### config.mk
export PLATFORM = sky130hd
export DESIGN_NAME = membus_arbiter
export DESIGN_NICKNAME = d
export VERILOG_FILES = /design/src/rtl/membus_arbiter.sv
export SDC_FILE = /design/constraint.sdc
export NUM_CORES = 1
export LEC_CHECK = 0
export ABC_AREA = 1
export CAP_MARGIN = 20
export CORE_AREA = 3 3 134 136
export CTS_CLUSTER_SIZE = 20
export DETAILED_ROUTE_END_ITERATION = 7
export DIE_AREA = 0 0 137 139
export REMOVE_ABC_BUFFERS = 1
export SYNTH_ARGS = -nofsm -noshare
export SYNTH_HDL_FRONTEND = slang
export SYNTH_SLANG_ARGS = --single-unit
### constraint.sdc
create_clock -name clk -period 5.64 [get_ports clk]
set_input_delay 1.692 -clock clk [delete_from_list [all_inputs] [get_ports clk]]
set_output_delay 1.692 -clock clk [all_outputs]
set_load 0.005 [all_outputs]
### src/rtl/membus_arbiter.sv
// Shares one memory request bus between instruction fetch (i_) and the memory unit (d_),
// remembering who owns each in-flight request so in-order responses route back correctly.
module membus_arbiter #(
    parameter int ADDR_WIDTH      = 64,
    parameter int DATA_WIDTH      = 64,
    parameter int MAX_OUTSTANDING = 2,
    parameter int STARVE_LIMIT    = 4
) (
    input  logic                    clk,
    input  logic                    rst,

    input  logic                    i_valid,
    output logic                    i_ready,
    input  logic [ADDR_WIDTH-1:0]   i_addr,
    output logic                    i_rvalid,

    input  logic                    d_valid,
    output logic                    d_ready,
    input  logic [ADDR_WIDTH-1:0]   d_addr,
    input  logic                    d_wen,
    input  logic [DATA_WIDTH-1:0]   d_wdata,
    input  logic [DATA_WIDTH/8-1:0] d_wmask,
    output logic                    d_rvalid,

    output logic                    m_valid,
    input  logic                    m_ready,
    output logic [ADDR_WIDTH-1:0]   m_addr,
    output logic                    m_wen,
    output logic [DATA_WIDTH-1:0]   m_wdata,
    output logic [DATA_WIDTH/8-1:0] m_wmask,
    input  logic                    m_rvalid
);

    localparam int PTR_WIDTH    = (MAX_OUTSTANDING > 1) ? $clog2(MAX_OUTSTANDING) : 1;
    localparam int CNT_WIDTH    = $clog2(MAX_OUTSTANDING + 1);
    localparam int STARVE_WIDTH = $clog2(STARVE_LIMIT + 1);

    typedef enum logic [1:0] {
        LOCK_NONE,
        LOCK_I,
        LOCK_D
    } lock_state_t;

    lock_state_t lock_q;
    lock_state_t lock_d;

    logic                    grant_d;
    logic                    grant_valid;
    logic                    handshake;
    logic                    pop;
    logic                    fifo_full;
    logic                    fifo_empty;
    logic                    head_owner;
    logic                    starve_at_limit;

    logic [STARVE_WIDTH-1:0] starve_cnt;
    logic [CNT_WIDTH-1:0]    count;
    logic [PTR_WIDTH-1:0]    wr_ptr;
    logic [PTR_WIDTH-1:0]    rd_ptr;
    logic                    owner_mem [MAX_OUTSTANDING];

    function automatic logic [PTR_WIDTH-1:0] ptr_inc(input logic [PTR_WIDTH-1:0] p);
        return (p == PTR_WIDTH'(MAX_OUTSTANDING - 1)) ? '0 : p + 1'b1;
    endfunction

    assign fifo_full       = (count == CNT_WIDTH'(MAX_OUTSTANDING));
    assign fifo_empty      = (count == '0);
    assign head_owner      = owner_mem[rd_ptr];
    assign starve_at_limit = (starve_cnt == STARVE_WIDTH'(STARVE_LIMIT));

    // A locked owner keeps the bus until memory takes its request, overriding priority.
    always_comb begin
        grant_d = 1'b0;
        lock_d  = lock_q;
        case (lock_q)
            LOCK_I:  grant_d = 1'b0;
            LOCK_D:  grant_d = 1'b1;
            default: grant_d = d_valid && !(i_valid && starve_at_limit);
        endcase

        grant_valid = grant_d ? d_valid : i_valid;
        m_valid     = grant_valid && !fifo_full && !rst;
        handshake   = m_valid && m_ready;
        i_ready     = handshake && !grant_d;
        d_ready     = handshake && grant_d;

        if (handshake) begin
            lock_d = LOCK_NONE;
        end else if (m_valid) begin
            lock_d = grant_d ? LOCK_D : LOCK_I;
        end
    end

    always_comb begin
        m_addr  = grant_d ? d_addr : i_addr;
        m_wen   = grant_d && d_wen;
        m_wdata = grant_d ? d_wdata : '0;
        m_wmask = grant_d ? d_wmask : '0;
    end

    // Responses with nothing outstanding are dropped without touching the owner FIFO.
    assign pop      = m_rvalid && !fifo_empty;
    assign i_rvalid = pop && !head_owner && !rst;
    assign d_rvalid = pop && head_owner && !rst;

    always_ff @(posedge clk) begin
        if (rst) begin
            lock_q <= LOCK_NONE;
        end else begin
            lock_q <= lock_d;
        end
    end

    always_ff @(posedge clk) begin
        if (handshake) begin
            owner_mem[wr_ptr] <= grant_d;
        end
    end

    always_ff @(posedge clk) begin
        if (rst) begin
            wr_ptr <= '0;
            rd_ptr <= '0;
            count  <= '0;
        end else begin
            if (handshake) begin
                wr_ptr <= ptr_inc(wr_ptr);
            end
            if (pop) begin
                rd_ptr <= ptr_inc(rd_ptr);
            end
            case ({handshake, pop})
                2'b10:   count <= count + 1'b1;
                2'b01:   count <= count - 1'b1;
                default: count <= count;
            endcase
        end
    end

    // Counts data grants that jumped ahead of a waiting fetch.
    always_ff @(posedge clk) begin
        if (rst) begin
            starve_cnt <= '0;
        end else if (!i_valid || i_ready) begin
            starve_cnt <= '0;
        end else if (d_ready && !starve_at_limit) begin
            starve_cnt <= starve_cnt + 1'b1;
        end
    end

endmodule

# Yosys cells after proc, flatten, opt, wreduce, memory -nomap -nowiden
# Memories as Yosys holds them, arrays and structs flattened. A register that Yosys moved wholly into a read port is not among the register bits.
# Cells that the tools add are included.
[op_classes]
add_sub_neg = 5
n_eq_ne = 6
mux = 13
n_reduce_logical = 27
[op_table]
columns = ["op", "n"]
rows = [
  ["$mux 64", 2],
  ["$logic_and 1x1->1", 14],
  ["$logic_not 1->1", 8],
  ["$mux 8", 1],
  ["$mux 1", 7],
  ["$eq 2x2->1 const B", 3],
  ["$eq 2x1->1 const B", 2],
  ["$pmux 2 s2", 1],
  ["$reduce_or 2->1", 2],
  ["$add 3x1->3 const B", 1],
  ["$eq 3x3->1 const B", 1],
  ["$add 1x1->1 const B", 2],
  ["$add 2x1->2 const B", 1],
  ["$logic_not 2->1", 1],
  ["$mux 2", 1],
  ["$pmux 1 s2", 1],
  ["$reduce_bool 2->1", 1],
  ["$sub 2x1->2 const B", 1],
  ["$logic_or 1x1->1", 1],
]
[totals]
regBits = 9
ramBits = 2
output_inout_bits = 142
wordCells = 57
mem_count = 1
[mem_list]
columns = ["name", "depth", "width", "rd", "rd_ports_with_merged_regs", "wr", "line", "rtl"]
rows = [
  ["owner_mem", 2, 1, 1, 1, 1, "60", "logic owner_mem [MAX_OUTSTANDING];"],
]

# Depth between registers and ports, before layout
# Gate-level depths: netlist of the first run.
[depth]
word_depth = 12
depth_mapped = 14

# Worst setup path before layout of the first run
# No wires, ideal clock.
[synth_timing]
path_type = "in2out"
from = "input d_valid"
to = "output m_addr[10]"
arrival_ns = 2.402
required_time_ns = 3.948
path_slack_ns = 1.546
path_stages = 8
cell_sequence = "nand2_1 -> inv_1 -> nand2_1 -> nand2_2 -> buf_2 -> buf_2 -> nand2_1 -> nand2_1"
[synth_via]
elab_chain_len = 3
[synth_lines]
columns = ["item", "line", "rtl"]
rows = [
  ["from (decl)", "17", "input logic d_valid,"],
  ["$logic_and 1x1->1", "78", "default: grant_d = d_valid && !(i_valid && starve_at_limit);"],
  ["$pmux 1 s2", "75", "case (lock_q)"],
  ["$mux 64", "95", "m_addr = grant_d ? d_addr : i_addr;"],
  ["to (decl)", "27", "output logic [ADDR_WIDTH-1:0] m_addr,"],
]
# Every way passes these cells.

# Worst setup path after layout of the first run
[layout_timing]
from = "input i_valid"
to = "output m_addr[23]"
[layout_via]
elab_chain_len = 5
[layout_lines]
columns = ["item", "line", "rtl"]
rows = [
  ["from (decl)", "12", "input logic i_valid,"],
  ["$logic_and 1x1->1", "78", ""],
  ["$logic_not 1->1", "78", ""],
  ["$logic_and 1x1->1", "78", ""],
  ["$pmux 1 s2", "75", ""],
  ["$mux 64", "95", ""],
]
# Every way passes these cells.

==> results of run 1 <==
-- cell usage after synthesis --
| cell | n |
|---|---|
| nand3_1 | 5 |
| dfxtp_1 | 10 |
| ha_1 | 4 |
| o21ai_0 | 3 |
| nor3_1 | 2 |
| nor2_1 | 81 |
| nor2_4 | 2 |
| edfxtp_1 | 2 |
| and3_1 | 1 |
| clkbuf_1 | 2 |
| mux2i_1 | 1 |
| inv_2 | 2 |
| nand4_1 | 2 |
| nand2_4 | 1 |
| inv_1 | 85 |
| buf_4 | 1 |
| xor2_1 | 1 |
| nand2_1 | 210 |
| buf_2 | 19 |
| nand2_2 | 4 |
| a21oi_1 | 8 |
-- state kept, by name (all words and copies together), names as in the netlist, named ones only --
name / count
starve_cnt: 3
count: 2
lock_q: 2
owner_mem: 2
rd_ptr: 1
wr_ptr: 1
-- area by class of cell --
type / instances / area, um^2
inverters: 87 / 329.1
repair buffers: 355 / 3586
well taps: 225 / 281.5
clock buffers: 4 / 88.84
flip-flops and latches: 12 / 260.3
multi-input cells: 325 / 1329
fillers: 1864 / 11180
-- cell usage in the layout (no fill, tap or decap), drive strengths merged, types with 2 or more instances in the layout --
cell type	instances
nand2	215
edfxtp	2
a21oi	8
dfxtp	10
buf	7
nand3	5
nand4	2
nor2	83
inv	87
clkbuf	4
ha	4
clkdlybuf4s50	348
o21ai	3
nor3	2
-- worst max path at each step --
stage / slack, ns / cells after the start / endpoint / from
3_3_place_gp: 0.27 / 9 / m_addr[23] / i_valid
6_report: 0.26 / 9 / m_addr[23] / i_valid
4_1_cts: 0.24 / 9 / m_addr[23] / i_valid
5_1_grt: 0.06 / 9 / m_addr[16] / i_valid
2_1_floorplan: -0.03 / 7 / i_ready / d_valid
3_5_place_dp: 0.25 / 9 / m_addr[23] / i_valid
-- power breakdown --
group          internal, uW  switching, uW
Combinational           395            244
Sequential             96.5           5.69
Clock                   107           38.0
Total                   599            287
-- through the flow --
stage | hold WS (ns) | cell area [um^2] | std cells | setup TNS (ns)
after global routing | 0.4859 | 5874 | 1008 | 0
after global placement | 0.4340 | 5786 | 1004 | 0
after floorplan | 0.4255 | 1916 | 424 | -0.03366
after detailed placement | 0.4438 | 5786 | 1004 | 0
final | 0.4573 | 5874 | 1008 | 0
after CTS | 0.4501 | 5874 | 1008 | 0
-- logic make-up after synthesis --
kind of cell    after synthesis  share of synthesized area [%]
simple gates                308                          59.48
flops                        12                          12.85
mux                           1                         0.4942
buf+inv                     109                          21.56
xor+xnor                      1                         0.4324
fa+ha+maj                     4                          2.471
compound gates               11                          2.718
-- routing by layer --
metal  vias to the layer above  part of all wire, %  track usage [%]
li1                       1932                    -                -
met1                      1494                   36            13.17
met2                       185                   51            23.11
met3                        15                   11            4.245
met4                         0                  1.4            2.416
met5                         -                    0                0
==> impl_metrics.tcl, run 1 <==
set metrics [dict create \
    yosysUniqueCellTypes 21 \
    wl_um 12410 \
    maxSlewViolCount 0 \
    crit_buf_inv 4 \
    clk_transition_reported_paths_ns 0.05 \
    cts.path.max_buffers 2 \
    gr-total-overflow 0 \
    crit_type "in2out" \
    powerDensity_nw_per_um2 150.8 \
    timing.final.crit_period_ns 5.381 \
    gp_congestion 0.7921 \
    nets 995 \
    yosysSeqAreaShare_pct 12.85 \
    htreeDepth 1 \
    fin_util_pct 34.44 \
    cp_common_cell "nand2_1" \
    crit_family "buffers and inverters" \
    status "complete, no violations" \
    wire_per_inst_um 12.31 \
    post-place-ws_ns 0.2472 \
    syn_to_final_growth_pct 190.0 \
    hold_viol_final 0 \
    crit_fanout 56 \
    holdPathStages 1 \
    peakVddDrop_uv 97.45 \
    maxCapViolCount 0 \
    r2r-end "count[1]" \
    cellLeakagePower_uw 0.002845 \
    hold_path_class "reg2reg" \
    die_area_um2 19040 \
    drc 0 \
    drive_gt1_share_pct 2.554 \
    cts_tree "done" \
    tightest_slew_ns 0.2976 \
    fin_ws_ns 0.2594 \
    slowest_stage "clkdlybuf4s50_1" \
    r2r_slack_ns 3.42 \
    endpoint_kind "output port" \
    cts_sinks 12 \
    grt_max_degree 57 \
    ys_ff_latch 12 \
    min_from "rd_ptr" \
    clockRootBuffer "clkbuf_16" \
    die_w_um 137 \
    clock.fmax_ghz 0.1859 \
    ant_nets 0 \
    detailedRoute.firstPassIterationCount 4 \
    setup_viol 0 \
    core_um2 17060 \
    port_buffers 348 \
    drtIter0Drc 112 \
    start_util_pct 11.88 \
    rows 48 \
    viasPerCell 3.597 \
    rsz0062_at_grt "no" \
    ys_top_cells_by_area "nand2_1, inv_1, nor2_1" \
    syn_area_um2 2026 \
    ys_warn_count 0 \
    cts_resized 0 \
    timing.rr.start "lock_q[0]" \
    post_cts.repair.setup_buffers 0 \
    pin_count 349 \
    antenna_found_initial 0 \
    required_ns 3.95 \
    reg2reg_depth 13 \
    clock_latency_ns 0.24 \
    yosysTopAreaCell "nand2_1" \
    slew_headroom_pct 80.16 \
    fin_crit_sh_pct 95.40 \
    grt_pass1_vias 3673 \
    max_stage_delay_ns 0.53 \
    cts_buffers 3 \
    synth_top_area_share_pct 38.91 \
    grt_pass1_wl_um 19020 \
    syn_area_per_cell_um2 4.542 \
    path_cells "clkdlybuf4s50_1 -> nand3_1 -> nand2_1 -> nand2_2 -> inv_4 -> buf_12 -> nand2_1 -> nand2_1 -> clkdlybuf4s50_1" \
    ctsHoldBuffers 0 \
    power.total_uw 885.9 \
    num_vias 3626 \
    fin_skew_ns 0.003750 \
    synthCells 446 \
    die_h_um 139 \
    crit_arrival_ns 3.69 \
    antenna_cells 0 \
    crit_path_start_kind "primary input" \
    hpwlAfterDp_um 10780 \
    grt_use_total_pct 12.31 \
]
No activity file was read; power rests on OpenSTA's default activity.
==> run 2: changes to the inputs <==
ABC_CLOCK_PERIOD_IN_PS = 5640   (was unset)
==> results of run 2 <==
Same layout as run 1: the final DEF is identical, and so are final timing and power.
